### src/rtl/bilinear_interp.sv
// Pipelined bilinear interpolator fed by a 4-bank image buffer.
// Aligns request fractions with buffer data, blends 4 neighbours, counts frame pixels.
module bilinear_interp #(
  parameter int unsigned FRAC_W  = 4,
  parameter int unsigned BUF_LAT = 2,
  parameter int unsigned OUT_W   = 8,
  parameter int unsigned OUT_H   = 8,
  parameter logic [7:0]  FILL    = 8'd0
) (
  input  logic              clk,
  input  logic              rst,
  input  logic              req_valid,
  input  logic [FRAC_W-1:0] fx,
  input  logic [FRAC_W-1:0] fy,
  input  logic              oob,
  input  logic [7:0]        lu,
  input  logic [7:0]        ru,
  input  logic [7:0]        ld,
  input  logic [7:0]        rd,
  output logic [7:0]        pix_out,
  output logic              pix_valid,
  output logic              pix_last
);

  localparam int unsigned N    = 1 << FRAC_W;
  localparam int unsigned TW   = 8 + FRAC_W;
  localparam int unsigned VW   = 8 + 2 * FRAC_W;
  localparam int unsigned RW   = 2 + 2 * FRAC_W;
  localparam int unsigned HALF = 1 << (2 * FRAC_W - 1);
  localparam int unsigned NPIX = OUT_W * OUT_H;
  localparam int unsigned CW   = (NPIX > 1) ? $clog2(NPIX) : 1;
  localparam logic [CW-1:0] LastIdx = CW'(NPIX - 1);

  // Alignment delay line: {valid, oob, fx, fy}
  logic [RW-1:0] dl_q [BUF_LAT];

  logic              tap_valid;
  logic              tap_oob;
  logic [FRAC_W-1:0] tap_fx;
  logic [FRAC_W-1:0] tap_fy;

  assign {tap_valid, tap_oob, tap_fx, tap_fy} = dl_q[BUF_LAT-1];

  always_ff @(posedge clk or posedge rst) begin
    if (rst) begin
      for (int unsigned i = 0; i < BUF_LAT; i++) begin
        dl_q[i] <= '0;
      end
    end else begin
      dl_q[0] <= {req_valid, oob, fx, fy};
      for (int unsigned i = 1; i < BUF_LAT; i++) begin
        dl_q[i] <= dl_q[i-1];
      end
    end
  end

  // Stage 1: horizontal blend
  logic [FRAC_W:0]   wx_r, wx_l;
  logic [TW-1:0]     top_d, bot_d;
  logic              s1_valid_q, s1_oob_q;
  logic [FRAC_W-1:0] s1_fy_q;
  logic [TW-1:0]     s1_top_q, s1_bot_q;

  always_comb begin
    wx_r  = {1'b0, tap_fx};
    wx_l  = (FRAC_W + 1)'(N) - wx_r;
    top_d = TW'(lu) * TW'(wx_l) + TW'(ru) * TW'(wx_r);
    bot_d = TW'(ld) * TW'(wx_l) + TW'(rd) * TW'(wx_r);
  end

  always_ff @(posedge clk or posedge rst) begin
    if (rst) begin
      s1_valid_q <= 1'b0;
      s1_oob_q   <= 1'b0;
      s1_fy_q    <= '0;
      s1_top_q   <= '0;
      s1_bot_q   <= '0;
    end else begin
      s1_valid_q <= tap_valid;
      s1_oob_q   <= tap_oob;
      s1_fy_q    <= tap_fy;
      s1_top_q   <= top_d;
      s1_bot_q   <= bot_d;
    end
  end

  // Stage 2: vertical blend
  logic [FRAC_W:0] wy_d, wy_u;
  logic [VW-1:0]   v_d;
  logic            s2_valid_q, s2_oob_q;
  logic [VW-1:0]   s2_v_q;

  always_comb begin
    wy_d = {1'b0, s1_fy_q};
    wy_u = (FRAC_W + 1)'(N) - wy_d;
    v_d  = VW'(s1_top_q) * VW'(wy_u) + VW'(s1_bot_q) * VW'(wy_d);
  end

  always_ff @(posedge clk or posedge rst) begin
    if (rst) begin
      s2_valid_q <= 1'b0;
      s2_oob_q   <= 1'b0;
      s2_v_q     <= '0;
    end else begin
      s2_valid_q <= s1_valid_q;
      s2_oob_q   <= s1_oob_q;
      s2_v_q     <= v_d;
    end
  end

  // Stage 3: round half-up, clamp, fill, frame counter
  logic [VW:0]   rnd, shifted;
  logic [7:0]    pix_d;
  logic [CW-1:0] cnt_q;

  always_comb begin
    rnd     = (VW + 1)'(s2_v_q) + (VW + 1)'(HALF);
    shifted = rnd >> (2 * FRAC_W);
    if (s2_oob_q) begin
      pix_d = FILL;
    end else if (shifted > (VW + 1)'(255)) begin
      pix_d = 8'hFF;
    end else begin
      pix_d = shifted[7:0];
    end
  end

  always_ff @(posedge clk or posedge rst) begin
    if (rst) begin
      pix_out   <= 8'd0;
      pix_valid <= 1'b0;
      pix_last  <= 1'b0;
      cnt_q     <= '0;
    end else if (s2_valid_q) begin
      pix_out   <= pix_d;
      pix_valid <= 1'b1;
      pix_last  <= (cnt_q == LastIdx);
      cnt_q     <= (cnt_q == LastIdx) ? '0 : cnt_q + 1'b1;
    end else begin
      pix_valid <= 1'b0;
      pix_last  <= 1'b0;
    end
  end

endmodule

### config.mk
export PLATFORM = sky130hd
export DESIGN_NAME = bilinear_interp
export DESIGN_NICKNAME = d
export VERILOG_FILES = /design/src/rtl/bilinear_interp.sv
export SDC_FILE = /design/constraint.sdc
export NUM_CORES = 1
export LEC_CHECK = 0
export BUFFER_PORTS_ARGS = -buffer_cell sky130_fd_sc_hd__buf_2
export CAP_MARGIN = 20
export CORE_MARGIN = 5
export CORE_UTILIZATION = 54
export DETAILED_ROUTE_END_ITERATION = 12
export HOLD_SLACK_MARGIN = 0.1
export PLACE_DENSITY = 0.81
export SLEW_MARGIN = 0
export SYNTH_ARGS = -nofsm -noshare
export SYNTH_HDL_FRONTEND = slang
export SYNTH_SLANG_ARGS = --single-unit
### constraint.sdc
create_clock -name clk -period 6.19 [get_ports clk]
set_input_delay 0.619 -clock clk [delete_from_list [all_inputs] [get_ports clk]]
set_output_delay 0.619 -clock clk [all_outputs]
set_load 0.05 [all_outputs]
### After elaboration in Yosys (flattened, before gate mapping)

Index checks and enable logic that the tools add are counted.

| word-level totals | value |
|---|---|
| register bits after elaboration | 84 |
| output and inout bits | 10 |
| input bits | 44 |
| word-level logic and storage cells | 34 |

| operators by class | value |
|---|---|
| eq/ne operators | 1 |
| multiply operators | 6 |
| add/subtract/negate cells | 7 |
| magnitude comparators | 1 |
| muxes and demuxes | 5 |

Operator list:

| cell | number |
|---|---|
| adder 12 bit | 2 |
| multiplier 8 x 4 -> 12 bit | 2 |
| multiplier 8 x 5 -> 12 bit | 2 |
| adder 16 x 8 -> 17 bit, second input constant | 1 |
| adder 16 bit | 1 |
| multiplier 12 x 4 -> 16 bit | 1 |
| multiplier 12 x 5 -> 16 bit | 1 |
| two-way mux 8 bit | 2 |
| subtractor 5 x 4 -> 5 bit, first input constant | 2 |
| > comparator 9 x 8 -> 1 bit, second input constant | 1 |
| adder 6 x 1 -> 6 bit, second input constant | 1 |
| equality test 6 bit, second input constant | 1 |
| two-way mux 6 bit | 1 |
| two-way mux 1 bit | 2 |

### Longest topological paths before layout

Gate-level depths: netlist (run 1).

| logic depth | value |
|---|---|
| depth after elaboration | 4 |
| gate-level depth with buffers | 21 |
| gate-level depth less buffers | 19 |

### Worst setup path after synthesis (run 1)

OpenSTA, ideal clock, no wires.

| timing | value |
|---|---|
| kind | reg2reg |
| start point | register dl_q[4] in the netlist's numbering |
| end point | register s1_top_q[10] |
| stages on the path, launching flop included | 21 |
| path slack | 1.113 ns |
| arrival time | 4.954 ns |
| buffers on the path | 2 |
| cells stage by stage | dfrtp_1 clkbuf_1 inv_1 ha_1 xnor2_1 clkbuf_1 nand2_1 fa_1 inv_1 fa_1 fa_1 inv_1 fa_1 inv_1 ha_1 nor2b_1 o21ai_1 a21boi_1 o21a_1 o41a_1 xor2_1 |

| on the way | value |
|---|---|
| word-level cells in the longest chain between the ends | 3 |
| elaborated cells between the ends (all ways) | 4 |
| classes of those cells | add/sub: 2; mul: 2 |

Ends and longest elaborated chain:

| element | line | text |
|---|---|---|
| start: declaration | 35 | `logic [RW-1:0] dl_q [BUF_LAT];` |
| start signal: indexed assignment | 52 | `dl_q[i] <= dl_q[i-1];` |
| subtractor 5 x 4 -> 5 bit | 66 | `wx_l = (FRAC_W + 1)'(N) - wx_r;` |
| multiplier 8 x 5 -> 12 bit | 67 | `top_d = TW'(lu) * TW'(wx_l) + TW'(ru) * TW'(wx_r);` |
| adder 12 bit (*) | 67 |  |
| net top_d[10] | 59 | `logic [TW-1:0] top_d, bot_d;` |
| end signal: assignment | 82 | `s1_top_q <= top_d;` |
| end: declaration | 62 | `logic [TW-1:0] s1_top_q, s1_bot_q;` |

The timed path passes the listed nets; every way through them passes the cells marked *.
A chain may end at the register's enable or synchronous reset.

### Worst setup path after layout (run 1)

| timing | value |
|---|---|
| start point | register dl_q[5] in the netlist's numbering |
| end point | register s1_top_q[10] |

Same word-level chain as after synthesis.

==> flow_metrics.py, run 1 <==
metrics = {
    "run_status": {
        "status": "completed",
    },
    "sta": {
        "post-route-period-util": 0.858,
        "rsz0062_at_grt": "false",
        "tightest_slew_ns": 0.947,
        "max_slew_margin": 0.368,
        "setup_tns_ns": 0,
        "hold_viol": 0,
        "setup_viol": 0,
        "period_minus_slack_ns": 5.31,
        "max_clock_freq_mhz": 188,
        "fin_skew_ns": 0.00618,
        "slew_violations": 0,
    },
    "setup_path": {
        "cp_max_fo": 18,
        "arrival_ns": 5.55,
        "critPathKind": "register to register",
        "path_buf_inv": 5,
        "slowest_stage": "dfrtp_1",
        "end_kind": "register",
        "crit_chain": "inv_1 > ha_1 > xnor2_1 > buf_4 > nand2_1 > fa_1 > inv_1 > fa_1 > fa_1 > inv_1 > fa_1 > inv_1 > ha_1 > nor2b_1 > o21ai_1 > a21boi_1 > o21a_1 > o41a_1 > xor2_1",
        "crit_family": "adder cells",
        "cp_data_required_time_ns": 6.42,
        "max_stage_delay_ns": 0.71,
        "crit_path_start_kind": "register",
    },
    "floorplanning": {
        "dieWidth_um": 146,
        "dieArea_um2": 21200,
        "die_y_um": 146,
        "start_util": 0.552,
        "io_pins": 54,
        "rows": 49,
        "coreArea_um2": 18000,
    },
    "synth": {
        "synth_top_family_by_area": "adder cells",
        "synth-compound-area-share": 0.0401,
        "synth_seq_cells": 77,
        "synth_top_area_share": 0.344,
        "ys_seq_area_frac": 0.194,
        "synthMuxAreaShare": 0.0101,
        "synthAdderAreaFrac": 0.445,
        "synth_top_area_cell": "fa_1",
        "synth_nets": 1330,
        "synthTopCellsByArea": "fa_1, dfrtp_1, ha_1, inv_1, and2_1",
        "postSynthCellCount": 1035,
        "synth_edf_count": 0,
        "synthFlopType": "dfrtp_1",
        "syn_area_per_cell_um2": 9.61,
        "ys_types": 45,
        "synth-xor-area-share": 0.0405,
        "ys_async_sr_fraction": 1.00,
        "syn_area_um2": 9950,
        "synthSimpleGateAreaFrac": 0.169,
        "yosys_warnings": 0,
    },
    "placement": {
        "gp_congestion": 0.874,
        "port-buffer-count": 53,
        "hpwl_mm": 16.0,
    },
    "clock_tree": {
        "h-tree-depth": 3,
        "worstSkewPairLatency_ns": 0.35,
        "cts_buffers": 9,
        "cts_sinks": 77,
        "cts_buffer_depth": 2,
        "cts.clk_slew.worst_paths_ns": 0.07,
        "post_cts_buffers": 0,
        "hold_buffers": 0,
        "cts_root_buffer": "clkbuf_16",
        "postCtsResizedCells": 0,
        "cts_tree": "yes",
    },
    "route": {
        "routedWlPerCell_um": 14.9,
        "routed_via_density": 5.18,
        "ant_nets": 0,
        "drt_first_iter_violations": 319,
        "route.detailed.drc": 0,
        "drt_pass1_iterations": 4,
        "vias": 6827,
        "drt-total-wl_mm": 19.6,
    },
    "cells_and_area": {
        "nets": 1380,
        "drive_above_1_share": 0.0872,
        "area_delta_synth_final_pct": 8.55,
        "final_common_cell": "inv_1",
        "layout_common_cells": "inv_1, fa_1, and2_1",
        "antennaDiodeCount": 0,
    },
    "hold_path": {
        "hp-class": "register to register",
    },
    "global_routing": {
        "grt_pass1_vias": 7681,
        "overflow": 0,
        "grt_max_degree": 78,
        "grt_antenna_before_repair": 0,
        "grt_pass1_wl_mm": 34.9,
        "grt.total_usage": 0.198,
    },
    "run": {
        "drv_cap": 0,
    },
}
metrics by stage:
step | hold WS, ns | utilization | cells | worst slack [ns] | cell area (um2)
detailed placement | 0.335 | 0.582 | 1303 | 0.886 | 10500
global route | 0.354 | 0.599 | 1319 | 0.581 | 10800
floorplan | 0.331 | - | 1035 | 1.11 | 9950
finish | 0.348 | 0.599 | 1319 | 0.877 | 10800
CTS | 0.349 | 0.599 | 1319 | 0.862 | 10800
global placement | 0.332 | 0.582 | 1303 | 1.11 | 10500
layer usage:
metal	vias up	global-route usage	wire length, um
li1	3184	-	-
met1	3418	0.237	7820
met2	161	0.346	10200
met3	64	0.0364	739
met4	0	0.0938	823
met5	-	0	0
flip-flops by register name (all words and copies together) (netlist names):
signal / flops
s1_fy_q: 4
pix_last: 1
s2_valid_q: 1
pix_valid: 1
cnt_q: 6
s1_top_q: 12
s1_valid_q: 1
pix_out: 8
s2_oob_q: 1
dl_q: 20
s1_bot_q: 12
s2_v_q: 9
s1_oob_q: 1
worst reg2reg max path, stage by stage, from the launching register on:
cell and delay, ns:
dfrtp_1 0.71, inv_1 0.10, ha_1 0.22, xnor2_1 0.47
buf_4 0.27, nand2_1 0.08, fa_1 0.36, inv_1 0.08
fa_1 0.42, fa_1 0.56, inv_1 0.05, fa_1 0.48
inv_1 0.04, ha_1 0.30, nor2b_1 0.14, o21ai_1 0.15
a21boi_1 0.11, o21a_1 0.19, o41a_1 0.32, xor2_1 0.15
cell type report:
type / count / area [um2]
Multi-Input combinational cell: 688 / 7010
Clock inverter: 7 / 88.8
Fill cell: 1496 / 7230
Clock buffer: 9 / 225
Inverter: 246 / 925
Timing Repair Buffer: 63 / 340
Tap cell: 229 / 287
Sequential cell: 77 / 1930
path summary, 6_finish.rpt:
| check | from | endpoint | slack [ns] | cells past startpoint |
|---|---|---|---|---|
| max in group asynchronous | rst | s1_bot_q[6]$_DFF_PP0_ | 5.03 | 3 |
| worst max register to register | dl_q[5]$_DFF_PP0_ | s1_top_q[10]$_DFF_PP0_ | 0.88 | 19 |
| worst max-delay path | dl_q[5]$_DFF_PP0_ | s1_top_q[10]$_DFF_PP0_ | 0.88 | 19 |
| worst min-delay path | dl_q[17]$_DFF_PP0_ | dl_q[7]$_DFF_PP0_ | 0.35 | 0 |
| min in group asynchronous | rst | dl_q[10]$_DFF_PP0_ | 0.56 | 3 |
| worst min register to register | dl_q[17]$_DFF_PP0_ | dl_q[7]$_DFF_PP0_ | 0.35 | 0 |
cells in the mapped netlist (2+ instances only):
| library cell | instances |
|---|---|
| inv_1 | 246 |
| fa_1 | 171 |
| and2_1 | 147 |
| nand2_1 | 122 |
| ha_1 | 80 |
| dfrtp_1 | 77 |
| xnor2_1 | 37 |
| a21oi_1 | 23 |
| clkbuf_1 | 23 |
| nor2_1 | 17 |
| xor2_1 | 9 |
| mux2_2 | 8 |
| nand4_1 | 7 |
| a21o_1 | 6 |
| nand3_1 | 6 |
| nor3_1 | 5 |
| o21ai_0 | 5 |
| and3_1 | 4 |
| nand2b_1 | 4 |
| o21ai_1 | 4 |
| a31oi_1 | 3 |
| nor2b_1 | 3 |
| and4b_1 | 2 |
| nor3b_2 | 2 |
| o21ai_2 | 2 |
| o221ai_1 | 2 |
| o22ai_1 | 2 |
cell families after synthesis:
logic type / Yosys count
compound gates: 60
xor+xnor: 46
fa+ha+maj: 251
buf+inv: 270
flops: 77
mux: 9
simple gates: 322
Power of run 1 is not shown: default switching activity piles up to over one toggle a cycle in this logic, so the estimate is an artifact.
==> inputs of run 2 (changes only) <==
- ABC_AREA: default -> 1
==> run 2 against run 1 <==
Compared with the run above: die area up 6.4%; clock-buffer cell count is the same; register-to-register slack improved by 0.32 ns; worst hold slack about the same; sequential cell count unchanged; synthesized cell count is 29% higher; non-clock buffer count shrank 5; clock skew increased by 0.0050 ns; highest routed layer unchanged.
==> flow_metrics.py, run 2 <==
metrics = {
    "cells_and_area": {
        "final_common_cell": "inv_1",
        "largest-register": "dl_q",
        "nets": 1679,
        "largest_register_ff_count": 20,
        "instances_no_fill": 1654,
        "layout_common_cells": "inv_1, nand2_1, fa_1",
        "reg_top3": "dl_q: 20 flops, s1_bot_q: 12 flops, s1_top_q: 12 flops",
        "drive_above_1_share": 0.0706,
        "area_delta_synth_final_pct": 7.93,
        "antennaDiodeCount": 0,
    },
    "synth": {
        "synth.most_common_cell": "inv_1",
        "syn_area_um2": 10600,
        "ys_types": 41,
        "ys_seq_area_frac": 0.181,
        "syn_area_per_cell_um2": 7.95,
        "ys_async_sr_fraction": 1.00,
        "synth_top_area_cell": "fa_1",
        "synth_nets": 1632,
        "synth_top_area_share": 0.322,
        "yosys_warnings": 0,
        "synth_seq_cells": 77,
        "synthTopCellsByCount": "inv_1, nand2_1, fa_1",
        "synthFlopType": "dfrtp_1",
        "synth_edf_count": 0,
        "synthTopCellsByArea": "fa_1, dfrtp_1, inv_1, nand2_1, ha_1",
        "postSynthCellCount": 1337,
    },
    "global_routing": {
        "grt_pass1_wl_mm": 37.6,
        "grt.total_usage": 0.207,
        "grt_antenna_before_repair": 0,
        "overflow": 0,
        "grt_max_degree": 78,
        "grt_pass1_vias": 8428,
    },
    "clock_tree": {
        "cts.clk_slew.worst_paths_ns": 0.06,
        "h-tree-depth": 3,
        "post_cts_buffers": 0,
        "hold_buffers": 0,
        "postCtsResizedCells": 0,
        "cts_root_buffer": "clkbuf_16",
        "cts_sinks": 77,
        "cts_buffer_depth": 2,
        "cts_buffers": 9,
        "worstSkewPairLatency_ns": 0.36,
        "cts_tree": "yes",
    },
    "sta": {
        "postLayoutSetupSlackWorst_ns": 1.20,
        "max_clock_freq_mhz": 200,
        "hold_viol": 0,
        "max_slew_margin": 0.426,
        "rsz0062_at_grt": "false",
        "setup_viol": 0,
        "fin_skew_ns": 0.0112,
        "slew_violations": 0,
        "tightest_slew_ns": 0.861,
        "post-route-period-util": 0.807,
        "setup_tns_ns": 0,
        "period_minus_slack_ns": 4.99,
        "holdWs_ns": 0.347,
    },
    "route": {
        "drt_first_iter_violations": 542,
        "routed_via_density": 4.88,
        "routedWlPerCell_um": 12.8,
        "drt-total-wl_mm": 21.2,
        "ant_nets": 0,
        "drt_pass1_iterations": 5,
        "vias": 8075,
        "route.detailed.drc": 0,
    },
    "setup_path": {
        "critPathKind": "register to register",
        "cp_data_required_time_ns": 6.44,
        "end_kind": "register",
        "cp_max_fo": 14,
        "crit_path_start_kind": "register",
        "arrival_ns": 5.24,
    },
    "floorplanning": {
        "die_y_um": 150,
        "coreArea_um2": 19400,
        "start_util": 0.548,
        "rows": 51,
        "dieWidth_um": 150,
        "dieArea_um2": 22600,
        "io_pins": 54,
    },
    "placement": {
        "gp_congestion": 0.903,
        "preCtsSetupSlack_ns": 1.25,
        "port-buffer-count": 53,
        "hpwl_mm": 17.5,
        "place_inst": 1637,
    },
    "run_status": {
        "status": "completed",
    },
    "hold_path": {
        "hp-class": "register to register",
    },
    "run": {
        "drv_cap": 0,
    },
}
==> run 2: cell types whose count changed after synthesis, moves of 8 or more <==
cell,delta
nand2_1,+237
and2_1,-146
xor2_1,+12
nor2_1,+53
mux2_2,-8
nand3_1,+23
xnor2_1,-29
clkbuf_1,-10
inv_1,+174
==> run 2: layout make-up <==
| cell class | count | area (um2) |
|---|---|---|
| clock buffers | 9 | 225 |
| clock inverters | 7 | 83.8 |
| fillers | 1684 | 7920 |
| inverters | 426 | 1600 |
| multi-input cells | 812 | 6990 |
| flip-flops and latches | 77 | 1930 |
| well taps | 265 | 332 |
| repair buffers | 58 | 315 |
==> run 2: final timing paths <==
kind	from	to	slack (ns)	cells past startpoint
setup / recovery	s1_fy_q[1]$_DFF_PP0_	s2_v_q[13]$_DFF_PP0_	1.20	19
hold / removal	dl_q[8]$_DFF_PP0_	s1_oob_q$_DFF_PP0_	0.35	0
setup reg to reg	s1_fy_q[1]$_DFF_PP0_	s2_v_q[13]$_DFF_PP0_	1.20	19
hold reg to reg	dl_q[8]$_DFF_PP0_	s1_oob_q$_DFF_PP0_	0.35	0
max in group asynchronous	rst	pix_out[6]$_DFFE_PP0P_	5.24	4
min in group asynchronous	rst	dl_q[6]$_DFF_PP0_	0.37	3
==> run 2: cell families (layout without fill, tap and decap cells) <==
kind of cell / count (synthesis) / after routing / share of synthesized area
AND/OR/NAND/NOR: 487 / 487 / 0.189
XOR/XNOR: 32 / 32 / 0.0306
flip-flops: 77 / 77 / 0.181
buffers and inverters: 448 / 500 / 0.161
AO/OA/AOI/OAI: 42 / 42 / 0.0224
adder cells (fa/ha/maj): 251 / 251 / 0.416
==> run 2: worst max-delay path, cell delays in order, from the launching register on <==
cell and delay [ns]:
dfrtp_1 0.75, inv_1 0.10, ha_1 0.30, xnor2_4 0.34, nand2_1 0.13, fa_1 0.54, inv_1 0.05, fa_1 0.49
fa_1 0.50, inv_1 0.06, fa_1 0.52, inv_1 0.04, ha_1 0.35, nand2_1 0.09, inv_1 0.07, nand3_1 0.11
nor3_1 0.17, nand2_1 0.13, nand3_1 0.08, nand2_1 0.05
==> run 2: per-stage QoR <==
step                      instance area [um2]   util
after global routing                    11500  0.592
after global placement                  11100  0.575
final                                   11500  0.592
after floorplan                         10600      -
after detailed placement                11100  0.575
after CTS                               11500  0.591
==> run 2: per-layer routing <==
metal | vias to the layer above | part of all wire | global-route usage
li1 | 3863 | - | -
met2 | 261 | 0.51 | 0.366
met5 | - | 0 | 0
met4 | 0 | 0.042 | 0.0906
met3 | 66 | 0.054 | 0.0280
met1 | 3885 | 0.39 | 0.254
Power of run 2 is left out for the same reason.
